**src/rtl/ifetch_queue.sv**
```systemverilog
// ifetch_queue: instruction-fetch front end. Owns the fetch PC, issues one
// instruction-bus request at a time and buffers returned words, tagged with
// their PC, in a small FIFO drained by decode. Redirects flush the FIFO and
// cancel any in-flight fetch by discarding its returning data.

package ifetch_pkg;

    typedef struct packed {
        logic        valid;
        logic [31:0] addr;
    } ibus_req_t;

    typedef struct packed {
        logic        addr_ok;
        logic        data_ok;
        logic [31:0] data;
    } ibus_resp_t;

    typedef enum logic [1:0] {
        S_IDLE = 2'd0,
        S_REQ  = 2'd1,
        S_WAIT = 2'd2
    } fetch_state_e;

endpackage

module ifetch_queue
    import ifetch_pkg::*;
#(
    parameter logic [31:0] RESET_PC = 32'hbfc0_0000,
    parameter int          DEPTH    = 4
) (
    input  logic        clk,
    input  logic        resetn,
    output ibus_req_t   ireq,
    input  ibus_resp_t  iresp,
    input  logic        redirect_valid,
    input  logic [31:0] redirect_pc,
    output logic        out_valid,
    output logic [31:0] out_pc,
    output logic [31:0] out_inst,
    input  logic        out_ready
);

    localparam int AW = (DEPTH > 1) ? $clog2(DEPTH) : 1;
    localparam int CW = AW + 1;
    localparam logic [CW-1:0] DEPTH_C = CW'(DEPTH);

    // Control state
    fetch_state_e  state_q,   state_d;
    logic [31:0]   pc_q,      pc_d;
    logic [31:0]   req_pc_q,  req_pc_d;
    logic          discard_q, discard_d;
    logic [AW-1:0] rd_ptr_q,  rd_ptr_d;
    logic [AW-1:0] wr_ptr_q,  wr_ptr_d;
    logic [CW-1:0] count_q,   count_d;

    // FIFO storage: {pc, inst} per entry, not reset (validity comes from count)
    logic [63:0]   mem_q [DEPTH];
    logic [63:0]   head;

    // Handshake decode
    logic          completion;
    logic          push;
    logic          pop;
    logic [CW-1:0] count_after;
    logic          has_room;
    logic          start_fetch;

    // Decode bus completion, FIFO push/pop and capacity for the next fetch
    always_comb begin
        completion  = ((state_q == S_REQ) && iresp.addr_ok && iresp.data_ok) ||
                      ((state_q == S_WAIT) && iresp.data_ok);
        // Data returning in a redirect cycle belongs to the old stream.
        push        = completion && !discard_q && !redirect_valid;
        pop         = (count_q != '0) && out_ready && !redirect_valid;
        // Capacity counts the entry pushed this cycle so the FIFO never overflows.
        count_after = count_q + {{AW{1'b0}}, push} - {{AW{1'b0}}, pop};
        has_room    = (count_after < DEPTH_C);
    end

    // Fetch FSM next-state, PC and discard tracking
    always_comb begin
        state_d     = state_q;
        pc_d        = pc_q;
        req_pc_d    = req_pc_q;
        discard_d   = discard_q;
        start_fetch = 1'b0;

        case (state_q)
            S_IDLE: begin
                if (!redirect_valid && has_room) begin
                    start_fetch = 1'b1;
                end
            end
            S_REQ: begin
                if (iresp.addr_ok) begin
                    if (iresp.data_ok) begin
                        discard_d = 1'b0;
                        if (!redirect_valid && has_room) begin
                            start_fetch = 1'b1;
                        end else begin
                            state_d = S_IDLE;
                        end
                    end else begin
                        state_d = S_WAIT;
                    end
                end
            end
            S_WAIT: begin
                if (iresp.data_ok) begin
                    discard_d = 1'b0;
                    if (!redirect_valid && has_room) begin
                        start_fetch = 1'b1;
                    end else begin
                        state_d = S_IDLE;
                    end
                end
            end
            default: begin
                state_d = S_IDLE;
            end
        endcase

        if (start_fetch) begin
            state_d  = S_REQ;
            req_pc_d = pc_q;
            pc_d     = pc_q + 32'd4;
        end

        // A redirect never touches req_pc: a posted request must keep its
        // address until addr_ok, and its data is then dropped via discard.
        if (redirect_valid) begin
            pc_d = redirect_pc;
            if (!completion && (state_q != S_IDLE)) begin
                discard_d = 1'b1;
            end
        end
    end

    // FIFO pointer and occupancy update; a redirect empties the queue
    always_comb begin
        wr_ptr_d = wr_ptr_q + {{(AW-1){1'b0}}, push};
        rd_ptr_d = rd_ptr_q + {{(AW-1){1'b0}}, pop};
        count_d  = count_after;
        if (redirect_valid) begin
            wr_ptr_d = '0;
            rd_ptr_d = '0;
            count_d  = '0;
        end
    end

    // Control registers with asynchronous active-low reset
    always_ff @(posedge clk or negedge resetn) begin
        if (!resetn) begin
            state_q   <= S_IDLE;
            pc_q      <= RESET_PC;
            req_pc_q  <= RESET_PC;
            discard_q <= 1'b0;
            rd_ptr_q  <= '0;
            wr_ptr_q  <= '0;
            count_q   <= '0;
        end else begin
            state_q   <= state_d;
            pc_q      <= pc_d;
            req_pc_q  <= req_pc_d;
            discard_q <= discard_d;
            rd_ptr_q  <= rd_ptr_d;
            wr_ptr_q  <= wr_ptr_d;
            count_q   <= count_d;
        end
    end

    // FIFO storage write: tag the returned word with its request PC
    always_ff @(posedge clk) begin
        if (push) begin
            mem_q[wr_ptr_q] <= {req_pc_q, iresp.data};
        end
    end

    // Bus request and decode-facing outputs; head fields read as zero when empty
    always_comb begin
        ireq.valid = (state_q == S_REQ);
        ireq.addr  = req_pc_q;
        head       = mem_q[rd_ptr_q];
        out_valid  = (count_q != '0);
        out_pc     = out_valid ? head[63:32] : 32'd0;
        out_inst   = out_valid ? head[31:0]  : 32'd0;
    end

endmodule

```
**config.mk**
```make
export PLATFORM = sky130hd
export DESIGN_NAME = ifetch_queue
export DESIGN_NICKNAME = d
export VERILOG_FILES = /design/src/rtl/ifetch_queue.sv
export SDC_FILE = /design/constraint.sdc
export NUM_CORES = 1
export LEC_CHECK = 0
export CORE_UTILIZATION = 55
export DETAILED_ROUTE_END_ITERATION = 16
export DONT_BUFFER_PORTS = 1
export PLACE_DENSITY = 0.7
export RECOVER_POWER = 25
export SETUP_SLACK_MARGIN = 0.15
export SLEW_MARGIN = 0
export SYNTH_ARGS = -nofsm -noshare
export SYNTH_HDL_FRONTEND = slang
export SYNTH_SLANG_ARGS = --single-unit
```
**constraint.sdc**
```tcl
create_clock -name clk -period 9.7 [get_ports clk]
set_clock_uncertainty 0.05 [all_clocks]
set_input_delay 0.97 -clock clk [delete_from_list [all_inputs] [get_ports clk]]
set_output_delay 0.97 -clock clk [all_outputs]
set_load 0.02 [all_outputs]
```
==> After elaboration in Yosys (flattened, before gate mapping) <==
Memory sizes are Yosys's and may differ from the RTL's.
Cells that the tools add are included.
{ "word_totals": {"mem_bits_rw": 256, "latchBits": 0, "mem_count": 1, "romBits": 0, "ff_bits": 74, "input_bits": 70, "out_inout_bits": 98, "elab_cells": 61} }
{ "classes": {"n_eq_ne": 5, "n_addsub": 5, "order_cmp": 1, "bitwise": 0, "reduce_logical": 18, "shifts": 0, "mux": 24, "div": 0, "mul": 0} }
{ "mem_list": {"columns": ["name", "depth", "width", "read_ports", "rd_clocked_by_memory_dff", "write_ports", "line_no", "source"], "rows": [
  ["mem_q", 4, 64, 1, 0, 1, "59", "logic [63:0] mem_q [DEPTH];"]
]} }
{ "op_table": {"columns": ["operator", "n"], "rows": [
  ["2-to-1 mux 32 bit", 4],
  ["adder 32 x 3 -> 32 bit (second input constant)", 1],
  ["2-to-1 mux 2 bit", 7],
  ["logical AND 1 bit", 9],
  ["2-to-1 mux 1 bit", 9],
  ["one-hot mux 2 bit (3 select lines)", 1],
  ["adder 2 x 1 -> 2 bit", 2],
  ["nonzero test 2 bit", 2],
  ["adder 3 x 1 -> 3 bit", 1],
  ["logical NOT 1 bit", 3],
  ["< comparator 3 bit (second input constant)", 1],
  ["2-to-1 mux 3 bit", 1],
  ["!= test 3 x 1 -> 1 bit (second input constant)", 1],
  ["!= test 3 bit (second input constant)", 1],
  ["one-hot mux 1 bit (3 select lines)", 1],
  ["AND reduction 3 bit", 1],
  ["nonzero test 3 bit", 1],
  ["subtractor 3 x 1 -> 3 bit", 1],
  ["equality test 2 x 1 -> 1 bit (second input constant)", 1],
  ["equality test 2 bit (second input constant)", 1],
  ["logical NOT 2 bit", 1],
  ["!= test 2 bit (second input constant)", 1],
  ["one-hot mux 1 bit (2 select lines)", 1],
  ["logical OR 1 bit", 1]
]} }

==> Depth between registers and ports, before layout <==
Gate-level depths: netlist of the first run.
{ "logic_depth": {"ltp_word": 16, "mapped_depth": 16, "mapped_depth_nobuf": 15} }

==> Least setup slack after synthesis of the first run <==
Ideal clock, no wire load.
{ "synth_path": {"path_kind": "input to register", "start": "input port redirect_valid", "end": "memory mem_q[0][0] (enable)", "arrival_time_ps": 5929, "t_required_ps": 9085, "slack_ps": 3156, "path_buffers": 1, "cell_stages": 3, "setup_time_ps": 565, "cell_sequence": "clkbuf_1 or3_1 nor3_1"} }
{ "synth_via": {"elab_chain_len": 4} }
{ "synth_rtl": {"columns": ["element", "line_no", "source"], "rows": [
  ["start, declared", "37", "input logic redirect_valid,"],
  ["logical NOT 1 bit", "75", "push = completion && !discard_q && !redirect_valid;"],
  ["logical AND 1 bit", "75", null],
  ["2-to-1 mux 1 bit", "176", "if (push) begin"],
  ["2-to-1 mux 1 bit (not written as such)", "177", "mem_q[wr_ptr_q] <= {req_pc_q, iresp.data};"],
  ["end, declared", "59", null]
]} }
No other way between the ends.

==> flow_metrics.tcl, run 1 <==
set metrics [dict create \
    synth-seq-area-share_pct 71.37 \
    netlist.area_leader.share_pct 57.38 \
    cts_setup_buffers 0 \
    finalCoreUtilization_pct 62.29 \
    cts-hold-fix-buffers 0 \
    dominantRegCellSynth "sky130_fd_sc_hd__edfxtp_1" \
    grt_pass1_wl_microns 40000 \
    final_cell_mix "sky130_fd_sc_hd__edfxtp_1 (256), sky130_fd_sc_hd__nand2_1 (136), sky130_fd_sc_hd__and2_1 (68)" \
    post_cts.resized_instances 0 \
    layout.cells.most_common "sky130_fd_sc_hd__edfxtp_1" \
    timing.slew.headroom_pct 31.74 \
    die-width_microns 158.1 \
    p_sw_mw 1.320 \
    hold_ws_ns 0.1156 \
    crit_path_cell_trace "inv_1 > ha_1 > a21o_1 > nand2_1 > or3_1 > ha_1 > inv_1 > ha_1 > inv_1 > fa_1 > xor3_2 > nand2b_4 > nor2_4 > nand2_1 > o311ai_1" \
    routed_wl_microns 25870 \
    design.die.area_sq_mm 0.02499 \
    routed-via-count 6946 \
    setup.worst_path.start_class "register" \
    crit_family "simple AND/OR/NAND/NOR gates" \
    rr_endpoint "pc_q[17]" \
    share_comb_of_total_power_pct 20.8 \
    layoutNonFillerInstCount 1159 \
    floorplan.initialDensity_pct 56.57 \
    critPathArrivalTime_ns 4.92 \
    cts.reportedPaths.clkPinSlew_ns 0.06 \
    hpwl_microns 15270 \
    grt_pass1_vias 7144 \
    syn-mean-instance-area_sq_um 16.46 \
    r2r.worst_path.cells 15 \
    post-place-ws_ns 4.987 \
    total_leakage_power_nw 5.071 \
    synth_cells 814 \
    critPathSlowestCell "sky130_fd_sc_hd__nor2_4" \
    final_hold_viol_count 0 \
    drv.max_cap_violation_count 0 \
    core-area_sq_mm 0.02368 \
    synth_enable_flop_cells 256 \
    period_minus_slack_ns 4.580 \
    antenna_found_initial 1 \
    fin_tns_setup_ns 0 \
    cts-root-to-sink-buffers 3 \
    buffer_ports.inserted 0 \
    reg2reg_slack_ns 5.12 \
    drt_first_iter_violations 481 \
    final_instance_area_sq_mm 0.01475 \
    groute.usage.overall_pct 21.46 \
    critical_path.max_stage_delay_ns 0.72 \
    mappedNetlistArea_sq_mm 0.01340 \
    globalRouteOverflowTotal 0 \
    final-max-slew-violation-count 0 \
    final_min_period_over_clock_period_pct 47.22 \
    firstDrtPassIters 5 \
    worst-setup-path-type "reg2reg" \
    clkLatencyLatePin_ns 0.50 \
    power_switching_share_pct 32.62 \
    cts_tree "yes" \
    postSynthRegisterBits 330 \
    synth.top_cells.by_area "sky130_fd_sc_hd__edfxtp_1 (57%), sky130_fd_sc_hd__mux4_2 (11%), sky130_fd_sc_hd__dfrtp_1 (10%)" \
    post-place-cells 1098 \
    ioPinCount 168 \
    drcViolationCount 0 \
    worst_slew_pin_slew_ns 1.024 \
    intPower_mw 2.728 \
    ant_nets 0 \
    vdd_ir_drop_max_mv 0.2345 \
    route.detailed.wl_per_inst_microns 22.32 \
    flow.area_growth_from_synthesis_pct 10.12 \
    ys.warnings.count 0 \
    result_of_the_run "complete, no violations" \
    core.rowCount 56 \
    critical_path_required_ns 10.04 \
    post_drt_via_cell_ratio 5.993 \
    async_flop_share_pct 22.42 \
    ratio_of_cells_with_drive_above_1_in_the_final_layout_pct 18.12 \
    fp.dieH_microns 158.1 \
    power.density_mw_per_mm2 274.4 \
    power.share.clock_pct 30.0 \
    worstReg2RegStart "state_q[1]" \
    synth_largest_area_cell "sky130_fd_sc_hd__edfxtp_1" \
    place.gp.congestion 0.8488 \
    timing.final.ws_setup_ns 5.120 \
    htree_num_levels 2 \
    post_synth_num_cell_types 52 \
    synth.net_count 894 \
    design_power_total_mw 4.048 \
    setup.worst_path.end_class "register" \
    cts_num_sinks 330 \
    critical_path_peak_fanout 37 \
    finalNetCount 895 \
    cell_at_the_root_of_the_clock_tree "sky130_fd_sc_hd__clkbuf_16" \
    cp_num_buf_inv 3 \
    final-setup-viol-count 0 \
    grt_max_degree 75 \
    sequentialPowerShare_pct 49.2 \
    cts_inserted_buffers 34 \
    min-delay-path-class "in2async" \
    unrepaired_setup_endpoints_after_global_routing "no" \
    achievable-frequency_mhz 218.3 \
    placed_inst_area_sq_mm 0.01370 \
]
-- power groups by stage --
| stage | logic, mW | clock network [mW] | registers, mW |
|---|---|---|---|
| floorplan | 0.721 | 0 | 1.94 |
| global placement | 0.824 | 0 | 2.01 |
| detailed placement | 0.847 | 0 | 2.03 |
| CTS | 0.853 | 1.24 | 2.00 |
| global route | 0.928 | 1.29 | 2.02 |
| finish | 0.841 | 1.21 | 1.99 |
-- cells in the mapped netlist (2+ instances only) --
| cell type | number |
|---|---|
| sky130_fd_sc_hd__a21oi_1 | 5 |
| sky130_fd_sc_hd__o211a_1 | 4 |
| sky130_fd_sc_hd__xnor2_1 | 3 |
| sky130_fd_sc_hd__and3_1 | 3 |
| sky130_fd_sc_hd__nand4_1 | 11 |
| sky130_fd_sc_hd__buf_1 | 3 |
| sky130_fd_sc_hd__nor2b_1 | 3 |
| sky130_fd_sc_hd__mux4_2 | 64 |
| sky130_fd_sc_hd__mux2_2 | 2 |
| sky130_fd_sc_hd__a22oi_1 | 2 |
| sky130_fd_sc_hd__o211ai_1 | 11 |
| sky130_fd_sc_hd__a211oi_1 | 2 |
| sky130_fd_sc_hd__nor3_1 | 8 |
| sky130_fd_sc_hd__a211o_1 | 2 |
| sky130_fd_sc_hd__ha_1 | 9 |
| sky130_fd_sc_hd__or3_1 | 8 |
| sky130_fd_sc_hd__buf_2 | 12 |
| sky130_fd_sc_hd__dfstp_2 | 18 |
| sky130_fd_sc_hd__inv_1 | 17 |
| sky130_fd_sc_hd__nand2_1 | 136 |
| sky130_fd_sc_hd__dfrtp_1 | 56 |
| sky130_fd_sc_hd__a21o_1 | 2 |
| sky130_fd_sc_hd__nor4_4 | 2 |
| sky130_fd_sc_hd__nand3_1 | 16 |
| sky130_fd_sc_hd__nor2_1 | 10 |
| sky130_fd_sc_hd__o311ai_0 | 11 |
| sky130_fd_sc_hd__nor2_4 | 2 |
| sky130_fd_sc_hd__o311ai_1 | 14 |
| sky130_fd_sc_hd__o21ai_0 | 10 |
| sky130_fd_sc_hd__edfxtp_1 | 256 |
| sky130_fd_sc_hd__and2_1 | 68 |
| sky130_fd_sc_hd__clkbuf_1 | 24 |
-- routing by layer --
layer	routed length [microns]	track usage, %
met1	10560	27.54
met2	12990	35.98
met3	1804	5.475
met4	514	6.822
met5	0	0
-- final cells by class --
cell class                 instances  area [sq um]
timing repair buffer               5         37.54
multi-input combinational        427          3631
antenna                            1         2.502
clock inverter                    16         97.59
clock buffer                      44         952.2
fill                            1738          8930
sequential                       330          9569
tap                              319         399.1
inverter                          17         63.81
-- state kept, by name, indices dropped and copies added (netlist names) --
signal	count
count_q	3
mem_q	256
rd_ptr_q	2
discard_q	1
wr_ptr_q	2
state_q	2
req_pc_q	32
pc_q	32
-- worst register-to-register path: cells and delay by family, from the launching register on --
kind / cells / cell delay (ns)
simple gates: 5 / 1.62
compound gates: 2 / 0.44
fa+ha+maj: 4 / 1.29
flops: 1 / 0.42
xor+xnor: 1 / 0.41
buf+inv: 3 / 0.24
-- worst max path at each step --
stage	start	endpoint	slack [ns]	cells after the start
2_1_floorplan	redirect_valid	mem_q[0][0]	3.16	3
3_3_place_gp	redirect_valid	pc_q[17]	5.24	12
3_5_place_dp	redirect_valid	pc_q[17]	4.99	12
4_1_cts	state_q[1]	pc_q[17]	5.15	15
5_1_grt	state_q[1]	pc_q[17]	4.87	15
6_report	state_q[1]	pc_q[17]	5.12	15
-- kinds of logic after synthesis --
| kind of cell | count (synthesis) | share of synthesized area, % |
|---|---|---|
| DFF | 330 | 71.37 |
| AOI/OAI and AO/OA | 71 | 4.081 |
| buffers and inverters | 57 | 1.718 |
| muxes | 66 | 10.93 |
| and+or+nand+nor | 276 | 10.53 |
| adders and majority gates | 10 | 0.9900 |
| xor gates and xnor gates | 4 | 0.3829 |
Power figures use the tool's default switching activity.
==> inputs of run 2 (changes only) <==
Clock period 9.7 ns to 4.5 ns, I/O delays scaled along.
==> run 2 against run 1 <==
  * Sequential share of layout area fell by 1.9 points
  * Via count increased by 4.2%
  * Largest cell class unchanged
  * Clock-buffer cell count up 2
  * Die area unchanged
  * Combinational power grew 120%
==> flow_metrics.tcl, run 2 (synthesis results as in run 1) <==
set metrics [dict create \
    result_of_the_run "complete, no violations" \
    sequential_cell_area_sq_mm 0.009569 \
    flow.area_growth_from_synthesis_pct 13.46 \
    clkLatencyLatePin_ns 0.52 \
    finalCoreUtilization_pct 64.18 \
    core-area_sq_mm 0.02368 \
    reg2reg_slack_ns 0.51 \
    final-max-slew-violation-count 0 \
    final-setup-viol-count 0 \
    layoutNonFillerInstCount 1202 \
    power.density_mw_per_mm2 574.9 \
    final_hold_viol_count 0 \
    fillerInstances 1699 \
    period_minus_slack_ns 3.989 \
    cts_num_sinks 330 \
    critPathArrivalTime_ns 4.31 \
    drv.max_cap_violation_count 0 \
    cts_setup_buffers 0 \
    multi_input_comb_area_sq_mm 0.003637 \
    r2r.worst_path.cells 16 \
    routed_wl_microns 26960 \
    fp.dieH_microns 158.1 \
    critical_path_peak_fanout 34 \
    grt_pass1_wl_microns 41630 \
    routed-via-count 7237 \
    final_cell_mix "sky130_fd_sc_hd__edfxtp_1 (256), sky130_fd_sc_hd__nand2_1 (136), sky130_fd_sc_hd__and2_1 (68)" \
    timing.slew.headroom_pct 31.26 \
    cts_tree "yes" \
    floorplan.initialDensity_pct 56.57 \
    worstReg2RegStart "state_q[0]" \
    core.rowCount 56 \
    cell_at_the_root_of_the_clock_tree "sky130_fd_sc_hd__clkbuf_16" \
    unrepaired_setup_endpoints_after_global_routing "no" \
    final_instance_area_sq_mm 0.01520 \
    endpoint "pc_q[5]" \
    grt_max_degree 75 \
    worst-setup-path-type "reg2reg" \
    ant_nets 0 \
    reg.largest.list "mem_q (256), pc_q (32), req_pc_q (32)" \
    cts.reportedPaths.clkPinSlew_ns 0.05 \
    startpoint "state_q[0]" \
    htree_num_levels 2 \
    antenna_cells_inserted 0 \
    finalNetCount 941 \
    groute.usage.overall_pct 22.34 \
    critical_path_required_ns 4.82 \
    hpwl_microns 16140 \
    top_register "mem_q" \
    ratio_of_cells_with_drive_above_1_in_the_final_layout_pct 17.89 \
    vdd_ir_drop_max_mv 0.3083 \
    worst_slew_pin_slew_ns 1.031 \
    setup.worst_path.end_class "register" \
    die-width_microns 158.1 \
    fin_tns_setup_ns 0 \
    cts_inserted_buffers 34 \
    achievable-frequency_mhz 250.7 \
    buffer_ports.inserted 0 \
    post_drt_via_cell_ratio 6.021 \
    largest_register_ff_count 256 \
    place.gp.congestion 0.9417 \
    final_min_period_over_clock_period_pct 88.64 \
    ioPinCount 168 \
    grt_pass1_vias 7474 \
    setup.worst_path.start_class "register" \
    design.die.area_sq_mm 0.02499 \
    route.detailed.wl_per_inst_microns 22.43 \
    rr_endpoint "pc_q[5]" \
    cts-root-to-sink-buffers 3 \
    firstDrtPassIters 5 \
    antenna_found_initial 0 \
    drcViolationCount 0 \
    total_leakage_power_nw 5.255 \
    placed_inst_area_sq_mm 0.01380 \
    drt_first_iter_violations 694 \
    layout.cells.most_common "sky130_fd_sc_hd__edfxtp_1" \
    post-place-cells 1105 \
    globalRouteOverflowTotal 0 \
    min-delay-path-class "in2reg" \
]
run 2: critical path: stages, from the launching register on:
cell and delay, ns:
sky130_fd_sc_hd__dfrtp_1 0.41, sky130_fd_sc_hd__inv_1 0.11, sky130_fd_sc_hd__ha_1 0.26, sky130_fd_sc_hd__a21o_1 0.11, sky130_fd_sc_hd__nand2_1 0.06, sky130_fd_sc_hd__or3_1 0.40, sky130_fd_sc_hd__ha_1 0.30, sky130_fd_sc_hd__inv_1 0.06
sky130_fd_sc_hd__ha_1 0.13, sky130_fd_sc_hd__inv_1 0.05, sky130_fd_sc_hd__fa_1 0.36, sky130_fd_sc_hd__xor3_2 0.41, sky130_fd_sc_hd__nor2_4 0.24, sky130_fd_sc_hd__nand2_4 0.24, sky130_fd_sc_hd__buf_4 0.31, sky130_fd_sc_hd__o211ai_1 0.21
sky130_fd_sc_hd__o311ai_1 0.13
run 2: worst min path at each step:
stage | from | to | cells past startpoint
floorplan | resetn | count_q[0] | 0
global placement | resetn | req_pc_q[30] | 0
detailed placement | resetn | pc_q[30] | 0
CTS | redirect_valid | pc_q[30] | 1
global route | redirect_pc[26] | pc_q[26] | 2
finish | redirect_pc[26] | pc_q[26] | 2
run 2: routing by layer:
layer	global-route usage, %	vias to the layer above	share of wire, %
li1	-	3224	-
met3	5.995	43	7.7
met4	6.181	0	1.8
met5	0	-	0
met1	29.89	3704	41
met2	36.33	266	49
run 2: cell type report:
cell class | count | share of cell area (%)
timing repair buffer | 51 | 3.523
inverter | 17 | 0.4198
clock buffer | 46 | 6.026
clock inverter | 12 | 0.5186
multi-input combinational | 427 | 23.93
tap | 319 | 2.626
sequential | 330 | 62.96
run 2: what timing repair did:
action / in CTS / in global routing
gates resized for setup: 0 / 0
hold buffers: 38 / 1
endpoints found under the hold margin: 213 / 1
run 2: where the power goes:
| group | switching (mW) | leakage [nW] | internal [mW] |
|---|---|---|---|
| clock | 1.09 | 0.490 | 1.43 |
| sequential | 0.586 | 3.20 | 3.74 |
| combinational | 1.24 | 1.56 | 0.650 |
| total | 2.91 | 5.26 | 5.83 |
run 2: per-stage QoR:
stage               setup slack [ns]  hold slack (ns)  total power [mW]
finish                        0.5113         0.007734             8.738
global route                  0.2311         0.001283             9.153
CTS                           0.5042        0.0004695             8.831
detailed placement            0.5092           0.1078             6.256
global placement              0.7151           0.1075             6.165
floorplan                     0.1081           0.1044             5.730
==> inputs of run 3 (changes only) <==
Settings changed: CORE_ASPECT_RATIO set to 0.9, CORE_UTILIZATION 55 to 30, PLACE_DENSITY 0.7 to not set.
==> run 3 against run 2 <==
  * Worst hold slack improved by 0.031 ns
  * Final cell count increased by 26%
  * Largest cell class unchanged
  * Critical endpoint is now pc_q[2]
  * Combinational power increased by 3%
  * Clock power is 15% higher
==> flow_metrics.tcl, run 3 (synthesis results as in run 1) <==
set metrics [dict create \
    result_of_the_run "complete, no violations" \
    period_minus_slack_ns 4.025 \
    setup.worst_path.start_class "register" \
    critical_path_required_ns 4.87 \
    vdd_ir_drop_max_mv 0.2574 \
    final_cell_mix "sky130_fd_sc_hd__edfxtp_1 (256), sky130_fd_sc_hd__nand2_1 (136), sky130_fd_sc_hd__and2_1 (68)" \
    largest_register_ff_count 256 \
    drt_first_iter_violations 487 \
    cts_inserted_buffers 38 \
    r2r.worst_path.cells 16 \
    fin_tns_setup_ns 0 \
    timing.slew.headroom_pct 38.38 \
    hold_start "redirect_valid" \
    reg.largest.list "mem_q (256), pc_q (32), req_pc_q (32)" \
    flow.area_growth_from_synthesis_pct 18.93 \
    cts-root-to-sink-buffers 3 \
    post_cts.resized_instances 0 \
    total_leakage_power_nw 5.435 \
    post_drt_via_cell_ratio 4.816 \
    route.detailed.wl_per_inst_microns 21.08 \
    grt_pass1_vias 7502 \
    ratio_of_cells_with_drive_above_1_in_the_final_layout_pct 18.64 \
    reg2reg_slack_ns 0.48 \
    min-delay-path-class "in2reg" \
    rr_endpoint "pc_q[2]" \
    cts_tree "yes" \
    finalCoreUtilization_pct 36.12 \
    grt_pass1_wl_microns 47910 \
    hpwl_microns 19570 \
    final-max-slew-violation-count 0 \
    final_min_period_over_clock_period_pct 89.43 \
    cts-hold-fix-buffers 56 \
    core.rowCount 73 \
    design.die.area_sq_mm 0.04551 \
    groute.usage.overall_pct 14.17 \
    ioPinCount 168 \
    top_register "mem_q" \
    routed-via-count 7286 \
    globalRouteOverflowTotal 0 \
    drv.max_cap_violation_count 0 \
    critPathArrivalTime_ns 4.39 \
    power.density_mw_per_mm2 576.6 \
    achievable-frequency_mhz 248.5 \
    worst_slew_pin_slew_ns 0.9244 \
    hold_path_end "pc_q[27]" \
    worst-setup-path-type "reg2reg" \
    htree_num_levels 2 \
    fp.dieH_microns 202.5 \
    critical_path_peak_fanout 21 \
    unrepaired_setup_endpoints_after_global_routing "no" \
    die-width_microns 224.8 \
    buffer_ports.inserted 0 \
    design_power_total_mw 9.187 \
    finalNetCount 967 \
    core-area_sq_mm 0.04412 \
    fillerInstances 4181 \
    layout.cells.most_common "sky130_fd_sc_hd__edfxtp_1" \
    cell_at_the_root_of_the_clock_tree "sky130_fd_sc_hd__clkbuf_16" \
    floorplan.initialDensity_pct 30.37 \
    place.gp.congestion 0.7862 \
    drcViolationCount 0 \
    final_hold_viol_count 0 \
    clkLatencyLatePin_ns 0.54 \
    worstReg2RegStart "state_q[0]" \
    antenna_found_initial 2 \
    grt_max_degree 75 \
    cts_setup_buffers 0 \
    worstHoldPathCells 2 \
    cts_num_sinks 330 \
    final-setup-viol-count 0 \
    firstDrtPassIters 5 \
    routed_wl_microns 31890 \
    ant_nets 0 \
    setup.worst_path.end_class "register" \
    cts.reportedPaths.clkPinSlew_ns 0.06 \
]
==> run 3: changes by cell type in the layout (fill, tap and decap cells not counted), sizes merged <==
cell / before / now
buf: 13 / 19
bufinv: 0 / 1
clkbuf: 46 / 52
clkinvlp: 0 / 1
diode: 0 / 1
dlygate4sd3: 38 / 54
inv: 19 / 18
==> run 3: routing by layer <==
layer | share of wire, % | up-vias | global-route usage, % | wire length, microns
met5 | 0 | - | 0 | 0
met3 | 7.0 | 38 | 4.472 | 2229
li1 | - | 3277 | - | -
met4 | 1.5 | 0 | 3.377 | 471
met1 | 45 | 3780 | 19.11 | 14350
met2 | 47 | 191 | 22.22 | 14840
==> run 3: worst max path at each step <==
stage	start	end	slack (ns)
floorplan	state_q[1]	mem_q[0][0]	0.11
global placement	state_q[0]	pc_q[2]	0.56
detailed placement	state_q[0]	pc_q[2]	0.47
CTS	state_q[0]	pc_q[2]	0.45
global route	state_q[0]	pc_q[2]	0.18
finish	state_q[0]	pc_q[2]	0.48
==> run 3: worst max-delay path, stage by stage (launching register included) <==
cell and delay [ns]:
sky130_fd_sc_hd__dfrtp_1 0.40, sky130_fd_sc_hd__inv_1 0.10, sky130_fd_sc_hd__ha_1 0.26, sky130_fd_sc_hd__a21o_1 0.11, sky130_fd_sc_hd__nand2_1 0.06, sky130_fd_sc_hd__or3_1 0.40, sky130_fd_sc_hd__ha_1 0.31, sky130_fd_sc_hd__inv_1 0.06
sky130_fd_sc_hd__ha_1 0.12, sky130_fd_sc_hd__inv_1 0.05, sky130_fd_sc_hd__fa_1 0.36, sky130_fd_sc_hd__xor3_2 0.40, sky130_fd_sc_hd__nand2b_4 0.24, sky130_fd_sc_hd__nor2_4 0.43, sky130_fd_sc_hd__buf_4 0.33, sky130_fd_sc_hd__xnor2_1 0.13
sky130_fd_sc_hd__o21ai_0 0.09
==> run 3: cell type report <==
| class | instances | area (sq um) | share of cell area (%) |
|---|---|---|---|
| well taps | 600 | 750.7 | 4.712 |
| repair buffers | 73 | 753.2 | 4.727 |
| diodes | 1 | 2.502 | 0.01571 |
| multi-input cells | 427 | 3637 | 22.83 |
| inverters | 17 | 63.81 | 0.4005 |
| clock buffers | 52 | 1066 | 6.691 |
| clock inverters | 13 | 90.09 | 0.5654 |
| flip-flops and latches | 330 | 9569 | 60.06 |
==> run 3: report_power, final <==
group          total, mW  switching (mW)  internal (mW)
clock network       2.89            1.18           1.71
logic               1.94            1.29          0.652
registers           4.35           0.606           3.75
==> run 3: metrics by stage <==
stage | hold WS (ns) | setup slack (ns) | instance area [sq um] | instances
final | 0.03906 | 0.4755 | 15930 | 1513
after global routing | 0.02508 | 0.1846 | 15930 | 1513
after CTS | 0.008528 | 0.4533 | 15930 | 1512
after detailed placement | 0.1104 | 0.4730 | 14190 | 1391
after global placement | 0.1100 | 0.5585 | 14190 | 1391
after floorplan | 0.1044 | 0.1081 | 13410 | 814
